===== src/rtl/instr_fetch_unit_if.sv =====
// Program-load, start and instruction-issue signals between the fetch unit and
// its host/core; status outputs travel with the issue channel.
interface instr_fetch_unit_if #(
    parameter int AW = 4
) ();
    logic          load_en;
    logic [AW-1:0] load_addr;
    logic [31:0]   load_data;
    logic          start;
    logic [31:0]   ir_out;
    logic          ir_valid;
    logic          ir_ready;
    logic [AW-1:0] pc;
    logic          busy;
    logic          halted;
    logic [15:0]   issue_cnt;

    modport master (
        input  load_en, load_addr, load_data, start, ir_ready,
        output ir_out, ir_valid, pc, busy, halted, issue_cnt
    );

    modport slave (
        output load_en, load_addr, load_data, start, ir_ready,
        input  ir_out, ir_valid, pc, busy, halted, issue_cnt
    );
endinterface


===== src/rtl/instr_fetch_unit.sv =====
// Instruction fetch-and-issue sequencer: walks a loadable program memory from
// address 0 and hands each word to the core under valid/ready, stopping on HALT.
module instr_fetch_unit #(
    parameter int         DEPTH   = 16,
    parameter int         AW      = $clog2(DEPTH),
    parameter logic [4:0] HALT_OP = 5'b11111
) (
    input  logic                clk,
    input  logic                rst_n,
    instr_fetch_unit_if.master  bus
);
    localparam logic [1:0] S_IDLE   = 2'd0;
    localparam logic [1:0] S_FETCH  = 2'd1;
    localparam logic [1:0] S_ISSUE  = 2'd2;
    localparam logic [1:0] S_HALTED = 2'd3;

    logic [31:0]   mem_q [DEPTH];
    logic [1:0]    state_q, state_d;
    logic [AW-1:0] pc_q, pc_d;
    logic [31:0]   ir_q, ir_d;
    logic          valid_q, valid_d;
    logic [15:0]   cnt_q, cnt_d;
    logic          busy_q, busy_d;
    logic          halted_q, halted_d;
    logic [31:0]   fetch_word;
    logic          load_ok;

    assign fetch_word = mem_q[pc_q];
    assign load_ok    = (state_q == S_IDLE) || (state_q == S_HALTED);

    // Program memory is deliberately left out of reset so a program survives rst_n.
    always_ff @(posedge clk) begin
        if (bus.load_en && load_ok) begin
            mem_q[bus.load_addr] <= bus.load_data;
        end
    end

    always_comb begin
        state_d = state_q;
        pc_d    = pc_q;
        ir_d    = ir_q;
        valid_d = valid_q;
        cnt_d   = cnt_q;
        case (state_q)
            S_IDLE, S_HALTED: begin
                if (bus.start) begin
                    pc_d    = '0;
                    cnt_d   = '0;
                    state_d = S_FETCH;
                end
            end
            S_FETCH: begin
                // A HALT word is never latched into ir_out, so ir_out only moves on FETCH->ISSUE.
                if (fetch_word[31:27] == HALT_OP) begin
                    state_d = S_HALTED;
                end else begin
                    ir_d    = fetch_word;
                    valid_d = 1'b1;
                    state_d = S_ISSUE;
                end
            end
            S_ISSUE: begin
                if (valid_q && bus.ir_ready) begin
                    valid_d = 1'b0;
                    if (cnt_q != '1) begin
                        cnt_d = cnt_q + 16'd1;
                    end
                    if (pc_q == AW'(DEPTH - 1)) begin
                        state_d = S_HALTED;
                    end else begin
                        pc_d    = pc_q + AW'(1);
                        state_d = S_FETCH;
                    end
                end
            end
            default: state_d = S_IDLE;
        endcase
        busy_d   = (state_d == S_FETCH) || (state_d == S_ISSUE);
        halted_d = (state_d == S_HALTED);
    end

    always_ff @(posedge clk or negedge rst_n) begin
        if (!rst_n) begin
            state_q  <= S_IDLE;
            pc_q     <= '0;
            ir_q     <= '0;
            valid_q  <= 1'b0;
            cnt_q    <= '0;
            busy_q   <= 1'b0;
            halted_q <= 1'b0;
        end else begin
            state_q  <= state_d;
            pc_q     <= pc_d;
            ir_q     <= ir_d;
            valid_q  <= valid_d;
            cnt_q    <= cnt_d;
            busy_q   <= busy_d;
            halted_q <= halted_d;
        end
    end

    assign bus.ir_out    = ir_q;
    assign bus.ir_valid  = valid_q;
    assign bus.pc        = pc_q;
    assign bus.busy      = busy_q;
    assign bus.halted    = halted_q;
    assign bus.issue_cnt = cnt_q;
endmodule


===== src/flat_wrapper.sv =====
// flat-port wrapper written by rule: the top's interface ports become plain ports
module instr_fetch_unit_flat 
#(
    parameter int         DEPTH   = 16,
    parameter int         AW      = $clog2(DEPTH),
    parameter logic [4:0] HALT_OP = 5'b11111
)
  (clk, rst_n, bus_load_en, bus_load_addr, bus_load_data, bus_start, bus_ir_ready, bus_ir_out, bus_ir_valid, bus_pc, bus_busy, bus_halted, bus_issue_cnt);
  instr_fetch_unit_if #(.AW(AW)) bus_i ();
  input  logic clk;
  input  logic rst_n;
  input wire logic [$bits(bus_i.load_en)-1:0] bus_load_en;
  input wire logic [$bits(bus_i.load_addr)-1:0] bus_load_addr;
  input wire logic [$bits(bus_i.load_data)-1:0] bus_load_data;
  input wire logic [$bits(bus_i.start)-1:0] bus_start;
  input wire logic [$bits(bus_i.ir_ready)-1:0] bus_ir_ready;
  output wire logic [$bits(bus_i.ir_out)-1:0] bus_ir_out;
  output wire logic [$bits(bus_i.ir_valid)-1:0] bus_ir_valid;
  output wire logic [$bits(bus_i.pc)-1:0] bus_pc;
  output wire logic [$bits(bus_i.busy)-1:0] bus_busy;
  output wire logic [$bits(bus_i.halted)-1:0] bus_halted;
  output wire logic [$bits(bus_i.issue_cnt)-1:0] bus_issue_cnt;
  assign bus_i.load_en = bus_load_en;
  assign bus_i.load_addr = bus_load_addr;
  assign bus_i.load_data = bus_load_data;
  assign bus_i.start = bus_start;
  assign bus_i.ir_ready = bus_ir_ready;
  assign bus_ir_out = bus_i.ir_out;
  assign bus_ir_valid = bus_i.ir_valid;
  assign bus_pc = bus_i.pc;
  assign bus_busy = bus_i.busy;
  assign bus_halted = bus_i.halted;
  assign bus_issue_cnt = bus_i.issue_cnt;
  instr_fetch_unit #(.DEPTH(DEPTH), .AW(AW), .HALT_OP(HALT_OP)) u_core (.clk(clk), .rst_n(rst_n), .bus(bus_i));
endmodule

===== config.mk =====
export PLATFORM = sky130hd
export DESIGN_NAME = instr_fetch_unit_flat
export DESIGN_NICKNAME = d
export VERILOG_FILES = /design/src/rtl/instr_fetch_unit_if.sv /design/src/rtl/instr_fetch_unit.sv /design/src/flat_wrapper.sv
export SDC_FILE = /design/constraint.sdc
export NUM_CORES = 1
export LEC_CHECK = 0
export CELL_PAD_IN_SITES_DETAIL_PLACEMENT = 1
export CELL_PAD_IN_SITES_GLOBAL_PLACEMENT = 1
export CORE_UTILIZATION = 58
export DETAILED_ROUTE_END_ITERATION = 7
export PLACE_DENSITY = 0.92
export SYNTH_ARGS = -nofsm -noshare
export SYNTH_HDL_FRONTEND = slang
export SYNTH_SLANG_ARGS = --single-unit

===== constraint.sdc =====
create_clock -name clk -period 11.82 [get_ports clk]
set_input_delay 3.546 -clock clk [delete_from_list [all_inputs] [get_ports clk]]
set_output_delay 3.546 -clock clk [all_outputs]
set_load 0.02 [all_outputs]

==> summary.md <==
| Metric | Value |
|---|---|
| Top FF cell, synth | edfxtp_1 |
| Critical path type | flip-flop to output port |
| Ant diodes | 0 |
| Startpoint types | flip-flop |
| Cells after Synth | approximately 980 |
| DRT antenna net count | 0 |
| Count leader, synth | edfxtp_1 |
| FILL cells | roughly 2.9k |
| Initial core utilization | 0.5948 |
| Max Freq | approximately 160 MHz |
| Total negative slack | 0 ns |
| Hpwl dp | 28.98 mm |
| Top area cells in the synthesized netlist | edfxtp_1 70%, mux4_2 15%, dfrtp_1 6.5% |
| Die Ht | between 150 and 200 um |
| Yosys reg bits | ~570 |
| PnR worst setup slack | around 5.6 ns |
| Max-cap violations | 0 |
| H-tree Lvls | 2 |
| Vias in the first global route | 11.84k |
| Setup Fix Bufs, Post-CTS | 0 |
| Int Power | 0.003850 W |
| Post-synth cell types | 47 |
| Final #Nets | about 1.1k |
| Yosys top cell area share | 0.7010 |
| Die X | 196.5 um |
| Combinational Power Share | 0.199 |
| Io pins | 96 |
| Rows | 70 |
| Post-synth EDFFs | 512 |
| P_sw | around 0.0014 W |
| Core footprint | around 37000 sq um |
| Final Critical Period | 6.217 ns |
| Worst Hold Class | flip-flop to flip-flop |
| GR Layer Usage met1 | 0.4053 |
| PortBufs | 95 |
| Outcome | completed |
| Max incr delay on CP | approximately 0.9 ns |
| Total CTS buffers | 55 |
| CTS sink cnt | roughly 570 |
| Met2 GRT Util | 0.5054 |
| Seq/Total Area, Yosys | 0.7660 |
| Met3 global-route usage | 0.07204 |
| Final Max Slew Viols | 0 |
| Final WL | around 57 mm |
| Via count | between 10k and 15k |
| Final total power | between 0.005 and 0.006 W |
| RSZ-0062 raised after global routing | false |
| Crit. End Element | output port |
| Clk_lat worst skew | 0.62 ns |
| Crit share post-route | 0.5260 |
| Placer Congestion | 0.7736 |
| Share of cells above drive strength 1 | 0.2663 |
| GR peak layer | met2 |
| Grt total ovfl | 0 |
| Synthesized Nets | 1025 |
| Multi-input gate area | a little under 5000 sq um |
| Avg Inst Size Synth | around 22 sq um |
| CTS Buffer Depth | 3 |
| Yosys top cell by area | edfxtp_1 |
| Worst path cell trace | buf_4 -> clkdlybuf4s50_1 |
| Most frequent cells after synthesis | 512 x edfxtp_1, 147 x mux4_2, 57 x dfrtp_1 |
| DIE AREA | about 39000 sq um |
| Reg clk slew, reported paths | 0.06 ns |
| Slowest CP cell | buf_4 |
| CP required | 8.27 ns |
| Pwr/cell area | between 200 and 250 nW/um^2 |
| Ys async rst share | 0.1002 |
| Hold slack | between 0.4 and 0.5 ns |
| TritonCTS clock tree | done |
| Residual DRC | 0 |
| Worst-margin pin slew | 1.337 ns |
| Final setup violation count | 0 |
| Seq pwr share | 0.455 |
| First-pass GRT wire length | about 83 mm |
| Area delta synth->final | 15.74% |
| # hold bufs at CTS | 0 |
| Crit Path Max Fanout | 75 |
| Sw frac | 0.2711 |
| Rel. slew slack | 0.1036 |
| Register area | about 17000 sq um |
| Post-CTS sizing | 0 |
| Synthesized cell area | 21930 sq um |
| Initial DRC count | between 1k and 1.5k |
| Initial antenna violation count | 1 |
| DP Worst Slack | between 5 and 6 ns |
| Synth warnings | 0 |
| Clock skew | around 0.030 ns |
| WP data arrival | ~2.7 ns |
| Routed len/inst | 34.31 um |
| Clock power share | 0.347 |
| Final Hold Vio Count | 0 |
| Peak VDD IR | around 0.14 mV |
| CTS root buffer | clkbuf_16 |
| GRT Overall Usage | 0.3068 |
| Largest net degree at the start of global routing | 76 |
| Pleak | about 7.9 nW |
| Via density | between 6 and 7 |
| Pre-Repair DR Iteration Count | 7 |
## through the flow
step | instance area, sq um | cells | util
after CTS | 25380 | 1653 | 0.6884
after detailed placement | 23540 | 1549 | 0.6383
after floorplan | 21930 | 979 | -
after global routing | 25380 | 1653 | 0.6884
final | 25380 | 1653 | 0.6884
after global placement | 23540 | 1549 | 0.6383
## logic make-up after synthesis
family,share of synthesized area
adder cells (fa/ha/maj),0.002852
flip-flops,0.7660
AND/OR/NAND/NOR,0.02019
XOR/XNOR,0.005191
buffers and inverters,0.01329
AO/OA/AOI/OAI,0.01603
multiplexers,0.1764
## worst max-delay path: cells and delay by family, from the launching register on
family	cells	cell delay [ns]
DFF	1	0.39
buffers and inverters	2	1.66
## flip-flops by register name, indices dropped and copies added (netlist names)
signal                flops
u_core.bus.ir_out        32
u_core.state_q            2
u_core.bus.pc             4
u_core.bus.busy           1
u_core.bus.issue_cnt     16
u_core.mem_q            512
u_core.bus.ir_valid       1
u_core.bus.halted         1
## worst paths after layout
path                                              startpoint                                 to  slack [ns]  depth (start not counted)
max in group asynchronous                              rst_n       u_core.bus.pc[1]$_DFFE_PN0P_        7.96                          2
setup / recovery                u_core.bus.pc[1]$_DFFE_PN0P_                          bus_pc[1]        5.60                          2
setup reg to reg                u_core.bus.pc[0]$_DFFE_PN0P_  u_core.bus.ir_out[23]$_DFFE_PN0P_        6.49                          7
min in group asynchronous                              rst_n  u_core.bus.ir_out[27]$_DFFE_PN0P_        3.16                          2
hold reg to reg            u_core.bus.ir_out[29]$_DFFE_PN0P_  u_core.bus.ir_out[29]$_DFFE_PN0P_        0.49                          1
hold / removal             u_core.bus.ir_out[29]$_DFFE_PN0P_  u_core.bus.ir_out[29]$_DFFE_PN0P_        0.49                          1
## layer usage
metal,part of all wire,vias to the layer above
met5,0.00021,-
met4,0.034,2
met3,0.089,125
met2,0.51,731
met1,0.37,5861
li1,-,4348
## power by group through the flow
stage | Combinational, W | Clock (W) | Sequential, W
global route | 0.00111 | 0.00190 | 0.00241
floorplan | 0.000611 | 0 | 0.00248
global placement | 0.000983 | 0 | 0.00243
CTS | 0.00106 | 0.00185 | 0.00240
finish | 0.00105 | 0.00183 | 0.00240
detailed placement | 0.00103 | 0 | 0.00244
## cells in the final DEF (no fill, tap or decap), drive strengths merged, types with 2 or more instances in the layout
cell type | netlist | layout
mux2i | 16 | 16
nand2b | 4 | 4
o31ai | 2 | 2
nand3 | 8 | 8
or3 | 4 | 4
or2 | 2 | 2
clkinv | 0 | 16
dfrtp | 57 | 57
mux4 | 149 | 149
nand4 | 5 | 5
a221oi | 6 | 6
o22a | 3 | 3
nor4 | 8 | 8
bufinv | 0 | 6
buf | 28 | 20
clkbuf | 20 | 77
o21ai | 10 | 10
a21oi | 10 | 10
nand2 | 17 | 17
o21a | 2 | 2
clkinvlp | 0 | 3
a31oi | 4 | 4
inv | 11 | 13
nor3 | 7 | 7
ha | 5 | 5
nor2b | 2 | 2
nor2 | 33 | 33
edfxtp | 512 | 512
mux2 | 28 | 28
xnor2 | 13 | 13
a22oi | 3 | 3
clkdlybuf4s50 | 0 | 94
## final cells by class
cell class	count	area share
tap	504	0.02484
timing repair buffer	114	0.04288
clock inverter	27	0.01208
sequential	569	0.6623
multi-input combinational	351	0.1956
inverter	11	0.001627
clock buffer	77	0.06068
Power figures use the tool's default switching activity.
